## src/rtl/hazard_ctrl_pkg.sv

```systemverilog
// -----------------------------------------------------------------------------
// pipe_ctrl_pkg
// Shared types for the pipeline hazard controller.
//   state_t : controller state (RUN, MEM_WAIT)
//   cause_t : reason the pipeline is not advancing normally this cycle
//   RWIDTH_DEF / CWIDTH_DEF : default register-index and counter widths
// -----------------------------------------------------------------------------
package pipe_ctrl_pkg;

   localparam int RWIDTH_DEF = 4;
   localparam int CWIDTH_DEF = 16;

   typedef enum logic {
      RUN      = 1'b0,
      MEM_WAIT = 1'b1
   } state_t;

   typedef enum logic [2:0] {
      CAUSE_NONE     = 3'd0,
      CAUSE_MEM      = 3'd1,
      CAUSE_BRANCH   = 3'd2,
      CAUSE_LOAD_USE = 3'd3,
      CAUSE_IMEM     = 3'd4
   } cause_t;

endpackage

```

## src/rtl/hazard_ctrl_if.sv

```systemverilog
// -----------------------------------------------------------------------------
// hazard_ctrl_if
// Bundle between the hazard controller and the pipeline datapath.
//   Hazard inputs : id_rs1/rs2 + use flags, ex_rd/is_load/reg_we, br_taken,
//                   imem_valid, mem_req, mem_ack
//   Control out   : pc_en, f_en/f_flush, d_en/d_flush, e_en, m_en
//   Status out    : stall_cnt, flush_cnt, mem_timeout
// modport master : the hazard controller
// modport slave  : the pipeline datapath
// -----------------------------------------------------------------------------
interface hazard_ctrl_if #(
   parameter int RWIDTH = pipe_ctrl_pkg::RWIDTH_DEF,
   parameter int CWIDTH = pipe_ctrl_pkg::CWIDTH_DEF
) ();

   logic [RWIDTH-1:0] id_rs1_i;
   logic [RWIDTH-1:0] id_rs2_i;
   logic              id_use_rs1_i;
   logic              id_use_rs2_i;
   logic [RWIDTH-1:0] ex_rd_i;
   logic              ex_is_load_i;
   logic              ex_reg_we_i;
   logic              br_taken_i;
   logic              imem_valid_i;
   logic              mem_req_i;
   logic              mem_ack_i;

   logic              pc_en_o;
   logic              f_en_o;
   logic              f_flush_o;
   logic              d_en_o;
   logic              d_flush_o;
   logic              e_en_o;
   logic              m_en_o;
   logic [CWIDTH-1:0] stall_cnt_o;
   logic [CWIDTH-1:0] flush_cnt_o;
   logic              mem_timeout_o;

   modport master (
      input  id_rs1_i, id_rs2_i, id_use_rs1_i, id_use_rs2_i,
      input  ex_rd_i, ex_is_load_i, ex_reg_we_i, br_taken_i,
      input  imem_valid_i, mem_req_i, mem_ack_i,
      output pc_en_o, f_en_o, f_flush_o, d_en_o, d_flush_o, e_en_o, m_en_o,
      output stall_cnt_o, flush_cnt_o, mem_timeout_o
   );

   modport slave (
      output id_rs1_i, id_rs2_i, id_use_rs1_i, id_use_rs2_i,
      output ex_rd_i, ex_is_load_i, ex_reg_we_i, br_taken_i,
      output imem_valid_i, mem_req_i, mem_ack_i,
      input  pc_en_o, f_en_o, f_flush_o, d_en_o, d_flush_o, e_en_o, m_en_o,
      input  stall_cnt_o, flush_cnt_o, mem_timeout_o
   );

endinterface

```

## src/rtl/hazard_ctrl_sat_counter.sv

```systemverilog
// -----------------------------------------------------------------------------
// sat_counter
// Saturating up-counter: sticks at all-ones, never wraps.
//   i_clk   : clock, rising edge
//   i_clear : synchronous clear (priority over i_inc)
//   i_inc   : increment request
//   o_count : current count
// -----------------------------------------------------------------------------
module sat_counter #(
   parameter int WIDTH = 16
) (
   input  logic             i_clk,
   input  logic             i_clear,
   input  logic             i_inc,
   output logic [WIDTH-1:0] o_count
);

   logic [WIDTH-1:0] r_count;

   always_ff @(posedge i_clk) begin
      if (i_clear)
         r_count <= '0;
      else if (i_inc && (r_count != {WIDTH{1'b1}}))
         r_count <= r_count + 1'b1;
   end

   assign o_count = r_count;

endmodule

```

## src/rtl/hazard_ctrl.sv

```systemverilog
// -----------------------------------------------------------------------------
// hazard_ctrl
// Pipeline control for the 5-stage core: decides each cycle whether PC and the
// F/D, D/E, E/M, M/W registers advance, hold or take a bubble.
//   clk_i : core clock, rising edge
//   rst_i : synchronous active-low reset
//   hz    : hazard_ctrl_if.master (hazard inputs, stage enables/flushes,
//           stall/flush performance counters, sticky memory-timeout flag)
// Stage controls are combinational so they act in the cycle the hazard is seen.
// -----------------------------------------------------------------------------
module hazard_ctrl
   import pipe_ctrl_pkg::*;
#(
   parameter int RWIDTH   = RWIDTH_DEF,
   parameter int CWIDTH   = CWIDTH_DEF,
   parameter int TIMEOUT  = 255,
   parameter bit ZERO_REG = 1'b1
) (
   input  logic          clk_i,
   input  logic          rst_i,
   hazard_ctrl_if.master hz
);

   // Wait counter must hold TIMEOUT and be at least 8 bits wide.
   localparam int WCW = ($clog2(TIMEOUT + 1) > 8) ? $clog2(TIMEOUT + 1) : 8;
   localparam logic [WCW-1:0] TIMEOUT_W = WCW'(TIMEOUT);

   state_t            r_state;
   logic [WCW-1:0]    r_wcnt;
   logic              r_timeout;

   logic [RWIDTH-1:0] w_rs1, w_rs2, w_rd;
   logic              w_mem_busy;
   logic              w_rd_zero;
   logic              w_load_use;
   cause_t            w_cause;
   logic [WCW-1:0]    w_wcnt_inc;
   logic              w_pc_en, w_f_en, w_f_flush, w_d_en, w_d_flush, w_e_en, w_m_en;

   assign w_rs1 = hz.id_rs1_i;
   assign w_rs2 = hz.id_rs2_i;
   assign w_rd  = hz.ex_rd_i;

   // In MEM_WAIT a dropped request counts as completion, so one expression
   // covers both entering and remaining in the freeze.
   assign w_mem_busy = hz.mem_req_i & ~hz.mem_ack_i;
   assign w_rd_zero  = ZERO_REG && (w_rd == '0);
   assign w_load_use = hz.ex_is_load_i & hz.ex_reg_we_i & ~w_rd_zero &
                       ((hz.id_use_rs1_i & (w_rs1 == w_rd)) |
                        (hz.id_use_rs2_i & (w_rs2 == w_rd)));

   always_comb begin
      w_cause = CAUSE_NONE;
      if (w_mem_busy)            w_cause = CAUSE_MEM;
      else if (hz.br_taken_i)    w_cause = CAUSE_BRANCH;
      else if (w_load_use)       w_cause = CAUSE_LOAD_USE;
      else if (!hz.imem_valid_i) w_cause = CAUSE_IMEM;
   end

   always_comb begin
      w_pc_en   = 1'b1;
      w_f_en    = 1'b1;
      w_f_flush = 1'b0;
      w_d_en    = 1'b1;
      w_d_flush = 1'b0;
      w_e_en    = 1'b1;
      w_m_en    = 1'b1;
      if (!rst_i) begin
         {w_pc_en, w_f_en, w_d_en, w_e_en, w_m_en} = '0;
         w_f_flush = 1'b1;
         w_d_flush = 1'b1;
      end else begin
         unique case (w_cause)
            CAUSE_MEM: {w_pc_en, w_f_en, w_d_en, w_e_en, w_m_en} = '0;
            CAUSE_BRANCH: begin
               w_f_flush = 1'b1;
               w_d_flush = 1'b1;
            end
            // Hold PC and F/D, push one bubble into E; older work drains.
            CAUSE_LOAD_USE: begin
               w_pc_en   = 1'b0;
               w_f_en    = 1'b0;
               w_d_flush = 1'b1;
            end
            // No instruction fetched: bubble into D, keep PC.
            CAUSE_IMEM: begin
               w_pc_en   = 1'b0;
               w_f_flush = 1'b1;
            end
            default: ;
         endcase
      end
   end

   assign w_wcnt_inc = (r_wcnt == TIMEOUT_W) ? r_wcnt : r_wcnt + 1'b1;

   always_ff @(posedge clk_i) begin
      if (!rst_i) begin
         r_state   <= RUN;
         r_wcnt    <= '0;
         r_timeout <= 1'b0;
      end else begin
         r_state <= w_mem_busy ? MEM_WAIT : RUN;
         if (r_state == RUN) begin
            r_wcnt <= '0;
         end else if (w_mem_busy) begin
            r_wcnt <= w_wcnt_inc;
            if (w_wcnt_inc >= TIMEOUT_W)
               r_timeout <= 1'b1;
         end
      end
   end

   sat_counter #(.WIDTH(CWIDTH)) u_stall_cnt (
      .i_clk   (clk_i),
      .i_clear (~rst_i),
      .i_inc   (~w_pc_en),
      .o_count (hz.stall_cnt_o)
   );

   sat_counter #(.WIDTH(CWIDTH)) u_flush_cnt (
      .i_clk   (clk_i),
      .i_clear (~rst_i),
      .i_inc   (w_cause == CAUSE_BRANCH),
      .o_count (hz.flush_cnt_o)
   );

   assign hz.pc_en_o       = w_pc_en;
   assign hz.f_en_o        = w_f_en;
   assign hz.f_flush_o     = w_f_flush;
   assign hz.d_en_o        = w_d_en;
   assign hz.d_flush_o     = w_d_flush;
   assign hz.e_en_o        = w_e_en;
   assign hz.m_en_o        = w_m_en;
   assign hz.mem_timeout_o = r_timeout;

endmodule

```

## src/flat_wrapper.sv

```systemverilog
// flat-port wrapper written by rule: the top's interface ports become plain ports
module hazard_ctrl_flat import pipe_ctrl_pkg::*;
#(
   parameter int RWIDTH   = RWIDTH_DEF,
   parameter int CWIDTH   = CWIDTH_DEF,
   parameter int TIMEOUT  = 255,
   parameter bit ZERO_REG = 1'b1
)
  (clk_i, rst_i, hz_id_rs1_i, hz_id_rs2_i, hz_id_use_rs1_i, hz_id_use_rs2_i, hz_ex_rd_i, hz_ex_is_load_i, hz_ex_reg_we_i, hz_br_taken_i, hz_imem_valid_i, hz_mem_req_i, hz_mem_ack_i, hz_pc_en_o, hz_f_en_o, hz_f_flush_o, hz_d_en_o, hz_d_flush_o, hz_e_en_o, hz_m_en_o, hz_stall_cnt_o, hz_flush_cnt_o, hz_mem_timeout_o);
  hazard_ctrl_if #(.RWIDTH(RWIDTH), .CWIDTH(CWIDTH)) hz_i ();
  input  logic clk_i;
  input  logic rst_i;
  input wire logic [$bits(hz_i.id_rs1_i)-1:0] hz_id_rs1_i;
  input wire logic [$bits(hz_i.id_rs2_i)-1:0] hz_id_rs2_i;
  input wire logic [$bits(hz_i.id_use_rs1_i)-1:0] hz_id_use_rs1_i;
  input wire logic [$bits(hz_i.id_use_rs2_i)-1:0] hz_id_use_rs2_i;
  input wire logic [$bits(hz_i.ex_rd_i)-1:0] hz_ex_rd_i;
  input wire logic [$bits(hz_i.ex_is_load_i)-1:0] hz_ex_is_load_i;
  input wire logic [$bits(hz_i.ex_reg_we_i)-1:0] hz_ex_reg_we_i;
  input wire logic [$bits(hz_i.br_taken_i)-1:0] hz_br_taken_i;
  input wire logic [$bits(hz_i.imem_valid_i)-1:0] hz_imem_valid_i;
  input wire logic [$bits(hz_i.mem_req_i)-1:0] hz_mem_req_i;
  input wire logic [$bits(hz_i.mem_ack_i)-1:0] hz_mem_ack_i;
  output wire logic [$bits(hz_i.pc_en_o)-1:0] hz_pc_en_o;
  output wire logic [$bits(hz_i.f_en_o)-1:0] hz_f_en_o;
  output wire logic [$bits(hz_i.f_flush_o)-1:0] hz_f_flush_o;
  output wire logic [$bits(hz_i.d_en_o)-1:0] hz_d_en_o;
  output wire logic [$bits(hz_i.d_flush_o)-1:0] hz_d_flush_o;
  output wire logic [$bits(hz_i.e_en_o)-1:0] hz_e_en_o;
  output wire logic [$bits(hz_i.m_en_o)-1:0] hz_m_en_o;
  output wire logic [$bits(hz_i.stall_cnt_o)-1:0] hz_stall_cnt_o;
  output wire logic [$bits(hz_i.flush_cnt_o)-1:0] hz_flush_cnt_o;
  output wire logic [$bits(hz_i.mem_timeout_o)-1:0] hz_mem_timeout_o;
  assign hz_i.id_rs1_i = hz_id_rs1_i;
  assign hz_i.id_rs2_i = hz_id_rs2_i;
  assign hz_i.id_use_rs1_i = hz_id_use_rs1_i;
  assign hz_i.id_use_rs2_i = hz_id_use_rs2_i;
  assign hz_i.ex_rd_i = hz_ex_rd_i;
  assign hz_i.ex_is_load_i = hz_ex_is_load_i;
  assign hz_i.ex_reg_we_i = hz_ex_reg_we_i;
  assign hz_i.br_taken_i = hz_br_taken_i;
  assign hz_i.imem_valid_i = hz_imem_valid_i;
  assign hz_i.mem_req_i = hz_mem_req_i;
  assign hz_i.mem_ack_i = hz_mem_ack_i;
  assign hz_pc_en_o = hz_i.pc_en_o;
  assign hz_f_en_o = hz_i.f_en_o;
  assign hz_f_flush_o = hz_i.f_flush_o;
  assign hz_d_en_o = hz_i.d_en_o;
  assign hz_d_flush_o = hz_i.d_flush_o;
  assign hz_e_en_o = hz_i.e_en_o;
  assign hz_m_en_o = hz_i.m_en_o;
  assign hz_stall_cnt_o = hz_i.stall_cnt_o;
  assign hz_flush_cnt_o = hz_i.flush_cnt_o;
  assign hz_mem_timeout_o = hz_i.mem_timeout_o;
  hazard_ctrl #(.RWIDTH(RWIDTH), .CWIDTH(CWIDTH), .TIMEOUT(TIMEOUT), .ZERO_REG(ZERO_REG)) u_core (.clk_i(clk_i), .rst_i(rst_i), .hz(hz_i));
endmodule
```

## config.mk

```make
export PLATFORM = sky130hd
export DESIGN_NAME = hazard_ctrl_flat
export DESIGN_NICKNAME = d
export VERILOG_FILES = /design/src/rtl/hazard_ctrl_pkg.sv /design/src/rtl/hazard_ctrl_if.sv /design/src/rtl/hazard_ctrl_sat_counter.sv /design/src/rtl/hazard_ctrl.sv /design/src/flat_wrapper.sv
export SDC_FILE = /design/constraint.sdc
export NUM_CORES = 1
export LEC_CHECK = 0
export CAP_MARGIN = 10
export CORE_UTILIZATION = 30
export DETAILED_ROUTE_END_ITERATION = 12
export PLACE_DENSITY_LB_ADDON = 0.2
export SLEW_MARGIN = 10
export SYNTH_ARGS = -nofsm -noshare
export SYNTH_HDL_FRONTEND = slang
export SYNTH_SLANG_ARGS = --single-unit
```

## constraint.sdc

```tcl
create_clock -name clk_i -period 2.4 [get_ports clk_i]
set_clock_uncertainty 0.05 [all_clocks]
set_input_delay 0.48 -clock clk_i [delete_from_list [all_inputs] [get_ports clk_i]]
set_output_delay 0.48 -clock clk_i [all_outputs]
set_load 0.005 [all_outputs]
```

==> out/results.tsv, run 1 <==
metric	value	unit
status	finished, final reports clean	
Root Driver	clkbuf_8	
IO Count	62	
max frequency	426.8	MHz
Max IR drop VDD	0.1661	mV
critical path type	in2out	
Unique masters post-synth	43	
Slew @ Worst Pin	397.6	ps
crit path DAT	1810	ps
Post-Syn Instances	292	
final WL	6026	um
WP buf/inv	2	
Synth top area share	0.3584	
CP top delay family	simple AND/OR/NAND/NOR gates	
worst rel slew slack	0.7344	
Port-buffer cells	61	
Clock Latency Late Sink	290	ps
Max Cap Viol	0	
Setup-failing EPs final	0	
Max Root-Sink Buffers	2	
Cell Area, Placed	3137	sq um
DRC viols	0	
global routing's busiest layer	met2	
hold violation count in the final report	0	
Total Routing Usage GR	0.1482	
drt via density	5.028	
antenna violations before repair	0	
M3 GR Usage	0.04377	
share of layout cells above drive strength 1	0.1374	
met2 usage	0.2239	
drt wl/cell	13.02	um
most used cell, CP	nor2_4	
Die Span Y	90.43	um
slowest stage delay, CP	340	ps
Synth area leader	dfxtp_1	
Critical Path End Type	output pin	
via count	2328	
Post-DRT Antenna Nets	0	
CP startpoint kind	input port	
first-pass GRT wire length	10070	um
CTS tree	yes	
clock power share	0.348	
Tmin final	2343	ps
Lkg Pwr	1.201	nW
# diodes	0	
PD cells	418.6	nW/um^2
Logic pwr share	0.135	
Cell Area, Synth	2346	sq um
Synthesis Warnings	0	
critical path's slowest cell	nor4_4	
Clock Sink Count	42	
Area Growth Syn to Fin	41.17	%
CP Max Fanout	4	
Hold Path Class	reg2reg	
Fin Setup TNS	0	ps
core area	7408	sq um
initial detailed-routing violation count	106	
Final #Nets	388	
Worst R2R Setup Slack	430	ps
#FFs+latches synth	42	
vias in the first global route	2076	
CTS buffer count	5	
cell row count	31	
largest net degree at the start of global routing	28	
synthesized netlist net count	317	
worst path required time	1870	ps
fillcell total	723	
CTS H-Tree Depth	2	
hpwl dp	4212	um
sequential fraction of the synthesis area	0.3584	
top cells by area, synth	dfxtp_1 (36%), xor2_1 (6.0%), nand2_1 (5.0%), nor2_1 (4.2%), a21oi_1 (3.8%)	
Finished Cell Area	3312	sq um
sw frac	0.2508	
GR Overflow Total	0	
Tcrit/Tclk final	0.9762	
CP cell instances	clkdlybuf4s15_2 -> nor4_4 -> nor2_4 -> and4_4 -> nor2_4 -> a211oi_2 -> nor3_1 -> buf_2	
die area	8178	sq um
Sequential Power Share	0.517	
Starting Density	0.3167	
Int Power	1.039	mW
drt pass-1 iters	4	
DIE WIDTH	90.43	um
GP Congestion	0.7636	
clk slew on worst S/H paths	80	ps
P_sw	0.3478	mW
Final Max Slew Viols	0	
Syn Area/Cell	8.034	sq um
GR Util met1	0.2039	
==> registers in the layout, indices dropped and copies added, names as in the netlist <==
signal,cells
u_core.hz.mem_timeout_o,1
u_core.r_wcnt,8
u_core.u_stall_cnt.o_count,16
u_core.r_state,1
u_core.u_flush_cnt.o_count,16
==> worst register-to-register path, stage by stage, from the launching register on <==
cell and delay (ps):
dfxtp_1 380, and4_1 230, and4_1 260, a31oi_1 240
nand3_1 220, or3_1 390, a21oi_1 130
==> metrics by stage <==
step	setup slack [ps]	hold WS (ps)	utilization	power (mW)	instances
final	57.06	426.9	0.4471	1.386	463
after global routing	-33.28	452.9	0.4471	1.452	463
after CTS	36.75	431.5	0.4406	1.397	460
after detailed placement	-658.8	416.8	0.4234	0.9122	452
after global placement	-589.6	393.6	0.4234	0.9123	452
after floorplan	373.0	399.5	-	0.8114	292
==> metal layers <==
layer	part of all wire	wire length, um
met5	0	0
met4	0.0080	48
met3	0.068	412
met2	0.43	2592
met1	0.49	2972
==> cells in the final DEF, fill, tap and decap left out, types with 5 or more instances in the layout <==
cell,instances
nor2_1,23
nor3_1,5
clkbuf_8,6
dlygate4sd2_1,9
clkdlybuf4s50_1,44
and3_1,10
nand4_1,11
xor2_1,16
a21oi_1,17
xnor2_1,5
nand2_1,30
nand3_1,14
mux2i_1,7
or3_1,13
o21ai_0,16
buf_4,16
and4_1,6
dfxtp_1,42
nand2b_1,6
==> cells in the mapped netlist, drive strengths merged <==
| master | count |
|---|---|
| o21bai | 2 |
| dfxtp | 42 |
| nand3 | 14 |
| and3 | 10 |
| or4 | 1 |
| nor2b | 3 |
| and4 | 8 |
| and2 | 4 |
| a32oi | 2 |
| nand2b | 6 |
| and3b | 1 |
| o21ai | 17 |
| nand2 | 31 |
| and2b | 1 |
| xor2 | 16 |
| o31a | 2 |
| clkbuf | 9 |
| a21oi | 18 |
| o2111ai | 1 |
| nor2 | 26 |
| o21a | 1 |
| a31oi | 3 |
| a211oi | 3 |
| buf | 8 |
| o31ai | 4 |
| xnor2 | 6 |
| nor4b | 1 |
| mux2i | 7 |
| nand4 | 12 |
| nor3b | 1 |
| nand3b | 1 |
| nor3 | 8 |
| or3 | 13 |
| o22ai | 2 |
| nor4 | 2 |
| inv | 3 |
| ha | 3 |
==> power groups by stage <==
stage / clock [mW] / combinational (mW) / sequential [mW]
3_3_place_gp: 0 / 0.179 / 0.733
4_1_cts: 0.502 / 0.178 / 0.717
5_1_grt: 0.528 / 0.204 / 0.720
2_1_floorplan: 0 / 0.0796 / 0.732
6_report: 0.482 / 0.188 / 0.717
3_5_place_dp: 0 / 0.179 / 0.733
==> worst paths after layout <==
check / start / end / depth (start not counted)
hold / removal: u_core.hz.mem_timeout_o / u_core.hz.mem_timeout_o / 2
hold reg to reg: u_core.hz.mem_timeout_o / u_core.hz.mem_timeout_o / 2
setup reg to reg: u_core.u_flush_cnt.o_count[6] / u_core.u_flush_cnt.o_count[15] / 6
setup / recovery: hz_ex_rd_i[2] / hz_pc_en_o / 8
==> cell type report <==
| type | count | area [sq um] | area share |
|---|---|---|---|
| tap | 99 | 123.9 | 0.03740 |
| inverter | 3 | 11.26 | 0.003400 |
| clock buffer | 6 | 82.58 | 0.02493 |
| timing repair buffer | 81 | 755.7 | 0.2282 |
| sequential | 42 | 840.8 | 0.2539 |
| multi-input combinational | 230 | 1485 | 0.4484 |
| clock inverter | 2 | 12.51 | 0.003778 |
==> what timing repair did <==
action | in CTS | in global routing
pin swaps | 10 | 6
gates resized for setup | 50 | 5
setup endpoints to repair | 11 | 3
setup buffers | 2 | 3
hold buffers | 0 | 0
==> logic make-up (layout without fill, tap and decap cells) <==
| logic type | count (synthesis) | in the layout | synth area share |
|---|---|---|---|
| muxes | 7 | 7 | 0.02987 |
| buffers and inverters | 20 | 92 | 0.04053 |
| AOI/OAI and AO/OA | 55 | 55 | 0.1387 |
| xor gates and xnor gates | 22 | 22 | 0.08213 |
| DFF | 42 | 42 | 0.3584 |
| adders and majority gates | 3 | 3 | 0.01600 |
| and+or+nand+nor | 143 | 143 | 0.3344 |
Power figures use the tool's default switching activity.
==> run 2, diff against run 1 <==
--- a/config.mk
+++ b/config.mk
@@ -9,7 +9,7 @@
 export CORE_UTILIZATION = 30
 export DETAILED_ROUTE_END_ITERATION = 12
 export PLACE_DENSITY_LB_ADDON = 0.2
-export SLEW_MARGIN = 10
+export SLEW_MARGIN = 20
 export SYNTH_ARGS = -nofsm -noshare
 export SYNTH_HDL_FRONTEND = slang
 export SYNTH_SLANG_ARGS = --single-unit
==> results of run 2 <==
The final DEF is identical to that of run 1; final timing and power are the same.
==> run 3, diff against run 2 <==
--- a/config.mk
+++ b/config.mk
@@ -7,8 +7,10 @@
 export LEC_CHECK = 0
 export CAP_MARGIN = 10
 export CORE_UTILIZATION = 30
+export CTS_BUF_LIST = sky130_fd_sc_hd__clkbuf_4
 export DETAILED_ROUTE_END_ITERATION = 12
 export PLACE_DENSITY_LB_ADDON = 0.2
+export REMOVE_ABC_BUFFERS = 1
 export SLEW_MARGIN = 20
 export SYNTH_ARGS = -nofsm -noshare
 export SYNTH_HDL_FRONTEND = slang
==> constraint.sdc (replaced) <==
create_clock -name clk_i -period 2.25 [get_ports clk_i]
set_clock_uncertainty 0.05 [all_clocks]
set_input_delay 0.45 -clock clk_i [delete_from_list [all_inputs] [get_ports clk_i]]
set_output_delay 0.45 -clock clk_i [all_outputs]
set_load 0.005 [all_outputs]
==> run 3 against run 2 <==
Effect of this change: worst setup slack improved by 46 ps; hold slack worse by 9.8 ps; largest cell class unchanged; critical endpoint unchanged; combinational power rose by 4%; largest power group unchanged; sequential cell count stayed put.
==> out/results.tsv, run 3 (same netlist as run 1, synthesis figures left out) <==
metric	value	unit	change
worst rel slew slack	0.7630		+0.02862
Lkg Pwr	1.283	nW	+6.8%
fillcell total	780		+7.9%
PD cells	403.7	nW/um^2	-3.6%
Logic pwr share	0.147		+0.012
hold_ws	417.1	ps	-9.826 ps
Root Driver	clkbuf_4		
drt pass-1 iters	4		unchanged
Core Util, Final	0.4460		-0.001013
CTS tree	yes		
clock power share	0.279		-0.069
CP startpoint kind	input port		
worst path required time	1750	ps	-120 ps
Starting Density	0.3167		unchanged
FF/Latch Area	840.8	sq um	unchanged
Worst R2R Setup Slack	190	ps	-240 ps
CP Max Fanout	4		unchanged
Clock Sink Count	42		unchanged
Area Growth Syn to Fin	40.85	%	
IO Count	62		unchanged
DRC viols	0		unchanged
hold violation count in the final report	0		unchanged
final WL	5732	um	-4.9%
first-pass GRT wire length	9563	um	-5.1%
RSZ-0062 raised after global routing	true		
Critical Path End Type	output pin		
CTS buffer count	5		unchanged
Tcrit/Tclk final	0.9541		
initial detailed-routing violation count	80		-25%
largest net degree at the start of global routing	28		unchanged
share of layout cells above drive strength 1	0.1528		+0.01545
Post-CTS Hold Buffers	0		unchanged
GR Overflow Total	0		unchanged
vias in the first global route	2130		+2.6%
cell row count	31		unchanged
via count	2339		+0.47%
Max Cap Viol	0		unchanged
drt via density	4.956		-1.4%
drt wl/cell	12.14	um	-6.7%
Final Max Slew Viols	0		unchanged
Non-Filler Instances	472		+1.9%
DIE WIDTH	90.43	um	unchanged
Die Span Y	90.43	um	unchanged
clk slew on worst S/H paths	130	ps	+50 ps
Sequential Power Share	0.574		+0.057
die area	8178	sq um	unchanged
Slew @ Worst Pin	354.8	ps	-42.84 ps
Tmin final	2147	ps	
Max Root-Sink Buffers	2		unchanged
max frequency	465.8	MHz	
P_sw	0.3552	mW	+2.1%
Final #Nets	397		+2.3%
CTS H-Tree Depth	2		unchanged
Post-DRT Antenna Nets	0		unchanged
Port-buffer cells	61		unchanged
leading cell type in the layout, fill and taps excluded	dfxtp_1		
hpwl dp	4209	um	about the same
commonest non-fill, non-tap cells in the layout	dfxtp_1 (42), clkdlybuf4s50_1 (38), nand2_1 (31)		
Total Routing Usage GR	0.1406		-0.007619
status	finished, final reports clean		
Placed Cells	460		+1.8%
# diodes	0		unchanged
Max IR drop VDD	0.2509	mV	+51%
GP Congestion	0.7131		-6.6%
Setup-failing EPs final	0		unchanged
core area	7408	sq um	unchanged
sw frac	0.2663		+0.01550
area of the multi-input gates	1460	sq um	-1.7%
Clock Latency Late Sink	350	ps	+60 ps
Int Power	0.9786	mW	-5.8%
antenna violations before repair	0		unchanged
crit path DAT	1650	ps	-160 ps
Hold Path Class	reg2reg		
critical path type	in2out		
[run 3: cell count changes in the layout (fill, tap and decap cells not counted), moves of 2 or more]
| cell | before | now |
|---|---|---|
| buf_2 | 4 | 7 |
| clkbuf_8 | 6 | 0 |
| clkdlybuf4s50_1 | 44 | 38 |
| clkdlybuf4s15_2 | 2 | 0 |
| buf_4 | 16 | 27 |
| clkbuf_4 | 0 | 5 |
| dlygate4sd2_1 | 9 | 5 |
| dlymetal6s2s_1 | 0 | 8 |
[run 3: layout make-up]
cell class                 count  area share
multi-input combinational    230      0.4419
timing repair buffer          90      0.2465
tap                           99     0.03749
sequential                    42      0.2544
clock buffer                   5     0.01136
inverter                       3    0.003408
clock inverter                 3    0.004922
[run 3: final timing paths]
kind                        endpoint                    start  cells after the start
max                       hz_pc_en_o            hz_ex_rd_i[1]                      8
min          u_core.hz.mem_timeout_o  u_core.hz.mem_timeout_o                      2
max reg2reg  u_core.hz.mem_timeout_o         u_core.r_wcnt[0]                      7
min reg2reg  u_core.hz.mem_timeout_o  u_core.hz.mem_timeout_o                      2
[run 3: metal layers]
metal  part of all wire  global-route usage  vias to the layer above
li1                   -                   -                     1213
met1               0.50              0.1825                     1072
met2               0.44              0.2271                       50
met3              0.059             0.04125                        4
met4             0.0073             0.03629                        0
met5                  0                   0                        -
[run 3: power groups by stage]
| stage | sequential [mW] | combinational (mW) | clock (mW) |
|---|---|---|---|
| after floorplan | 0.781 | 0.0695 | 0 |
| after global placement | 0.782 | 0.197 | 0 |
| after detailed placement | 0.782 | 0.197 | 0 |
| after CTS | 0.766 | 0.195 | 0.393 |
| after global routing | 0.768 | 0.216 | 0.419 |
| final | 0.765 | 0.196 | 0.372 |
[run 3: through the flow]
stage	power [mW]	area [sq um]	TNS, ps	worst slack [ps]
after global routing	1.403	3304	-24.05	-24.05
after CTS	1.354	3251	-0.2613	-0.2613
after global placement	0.9786	3184	-8477	-707.5
after detailed placement	0.9792	3184	-9262	-729.1
after floorplan	0.8501	2262	-24.60	-12.30
final	1.334	3304	0	103.3
[run 3: worst max-delay path, cell delays in order]
cell	delay, ps
dlygate4sd2_1	260
buf_4	140
xnor2_1	130
and4_4	260
nor2_4	50
a211oi_2	170
nor3_1	60
buf_2	130
[run 3: repair_timing]
item                                   4_1_cts  5_1_grt
setup endpoints to repair                   11        7
setup buffers                                2        2
endpoints found under the hold margin        0        0
pin swaps                                   10       13
gates resized for setup                     44       20
==> patch: new RTL, settings of run 3 <==
Make the reset (`rst_i`) asynchronous in one clocked block. Comments in the files are not updated.
--- a/src/rtl/hazard_ctrl.sv
+++ b/src/rtl/hazard_ctrl.sv
@@ -95,5 +95,5 @@
    assign w_wcnt_inc = (r_wcnt == TIMEOUT_W) ? r_wcnt : r_wcnt + 1'b1;
 
-   always_ff @(posedge clk_i) begin
+   always_ff @(posedge clk_i or negedge rst_i) begin
       if (!rst_i) begin
          r_state   <= RUN;
Check against the original RTL: no difference found for any inputs over 10 cycles, from zero or initial values and one cycle with rst_i low; that may be too few to reach the edited logic, so the function may still have changed.
==> patch against run 3 <==
Core utilization fell by 1.5 points; design area increased by 0.76%; setup slack got worse by 0.056 ns; non-clock buffer count shrank 7; area after synthesis grew 2.0%; sequential cell count unchanged; wire length up 3.6%; clock power grew 7.3%; power grew 2.2%.
==> patch: results (changes against run 3) <==
| Metric | Value |
|---|---|
| FFs w/ async S/R, synth | 0.238 (+0.238) |
| Antenna violations before repair | 0 (unchanged) |
| Critical path startpoint | hz_ex_rd_i[2] |
| CP peak stage delay | 0.30 ns (+0.04 ns) |
| Dpl ws | -0.795 ns (-0.0661 ns) |
| Multi-input gates | 220 (-4.3%) |
| Clk buf depth | 2 (unchanged) |
| Area contributors post-synth | dfxtp_1 27%, dfrtp_1 10%, xor2_1 6.6% |
| First-pass GRT wire length | 10.1 mm (+5.6%) |
| Largest net degree at the start of global routing | 26 (-7.1%) |
| Outcome | finished clean |
| Number of non-clock buffers in the layout | 83 (-7.8%) |
| Vias | 2,247 (-3.9%) |
| Share of layout cells above drive strength 1 | 0.186 (+0.0328) |
| Slew @ Worst Pin | 0.420 ns (+0.0654 ns) |
| Inverters | 8 (+5) |
| Clk cell area share | 0.0180 (+0.00176) |
| All-Layer GR Usage | 0.150 (+0.00894) |
| Sequential area share after synthesis | 0.372 (+0.0138) |
| Clk_buf instances | 8 (+3) |
| CP arrival | 1.70 ns (+0.05 ns) |
| Clock network power | 399 uW (+7.3%) |
| Post-synth top cells | 32 x dfxtp_1, 31 x nor2_1, 27 x nand2_1 |
| Fin nets | 385 (-3.0%) |
| Number of global-route vias before repair | 2,121 (-0.42%) |
| Pint | 1.02 mW (+4.0%) |
| Hold Path Class | in -> async |
| FF-to-FF path depth | 6 (-1) |
| Multi-input gate area | 1480 sq um (+1.2%) |
| Comb pwr | 197 uW |
| Yosys cell types | 52 (+21%) |
| Fillers | 753 (-3.5%) |
| Register share of the cell area | 0.268 (+0.0131) |
| Post-DP HPWL | 4.31 mm (+2.4%) |
| Worst-skew pair later-pin latency | 0.35 ns (about the same) |
| Lkg Pwr | 1.28 nW (-0.26%) |
| Reg2reg start | u_core.u_stall_cnt.o_count[8] |
| Slowest stage cell, crit path | and4_4 |
| Crit path max-delay family | simple AND/OR/NAND/NOR gates |
| Wirelength per Cell | 12.8 um (+5.6%) |
| Buffering overhead | 0.223 (-0.0233) |
| Most common cell after layout, fill and taps aside | clkdlybuf4s50_1 |
| Peak VDD IR | 0.296 mV (+18%) |
| Routability cong. | 0.758 (+6.3%) |
| Starting DRT DRC Count | 97 (+21%) |
[patch: cell count changes after synthesis, sizes merged, moves of 6 or more]
| cell | change |
|---|---|
| xnor2 | +6 |
| or3 | -6 |
| o21ai | -6 |
| nor2 | +6 |
| dfxtp | -10 |
| dfrtp | +10 |
[patch: per-layer routing]
layer,track usage,vias to the layer above,share of wire
met5,0,-,0
met4,0.0397,0,0.011
met3,0.0352,7,0.052
met2,0.252,48,0.48
met1,0.191,1039,0.46
li1,-,1153,-
[patch: cells by family (layout without fill, tap and decap cells)]
family	after synthesis	in the layout	synth area share
and+or+nand+nor	139	139	0.322
AOI/OAI and AO/OA	41	41	0.114
xor gates and xnor gates	30	30	0.110
buffers and inverters	19	99	0.0371
adders and majority gates	3	3	0.0157
muxes	7	7	0.0293
DFF	42	42	0.372
[patch: final timing paths]
path | endpoint | slack, ns
max | hz_f_en_o | 0.05
min | u_core.r_wcnt[0] | 0.37
max reg2reg | u_core.u_stall_cnt.o_count[1] | 0.34
min reg2reg | u_core.hz.mem_timeout_o | 0.43
max in group asynchronous | u_core.r_wcnt[7] | 1.57
min in group clk_i | u_core.hz.mem_timeout_o | 0.43
[patch: what timing repair did]
action	CTS	global route
endpoints found under the hold margin	0	0
resized for setup	54	17
endpoints found under the setup margin	7	7
buffers inserted	2	1
pin swaps	15	7
hold buffers	0	0
[patch: metrics by stage]
stage	instance area (sq um)	setup TNS, ns	hold WS, ns	power (mW)	instances
after global placement	3230	-6.59	0.410	0.980	452
after global routing	3330	0	0.378	1.44	463
final	3330	0	0.369	1.36	463
after floorplan	2330	0	0.104	0.856	270
after detailed placement	3230	-7.10	0.409	0.983	452
after CTS	3320	0	0.363	1.38	462
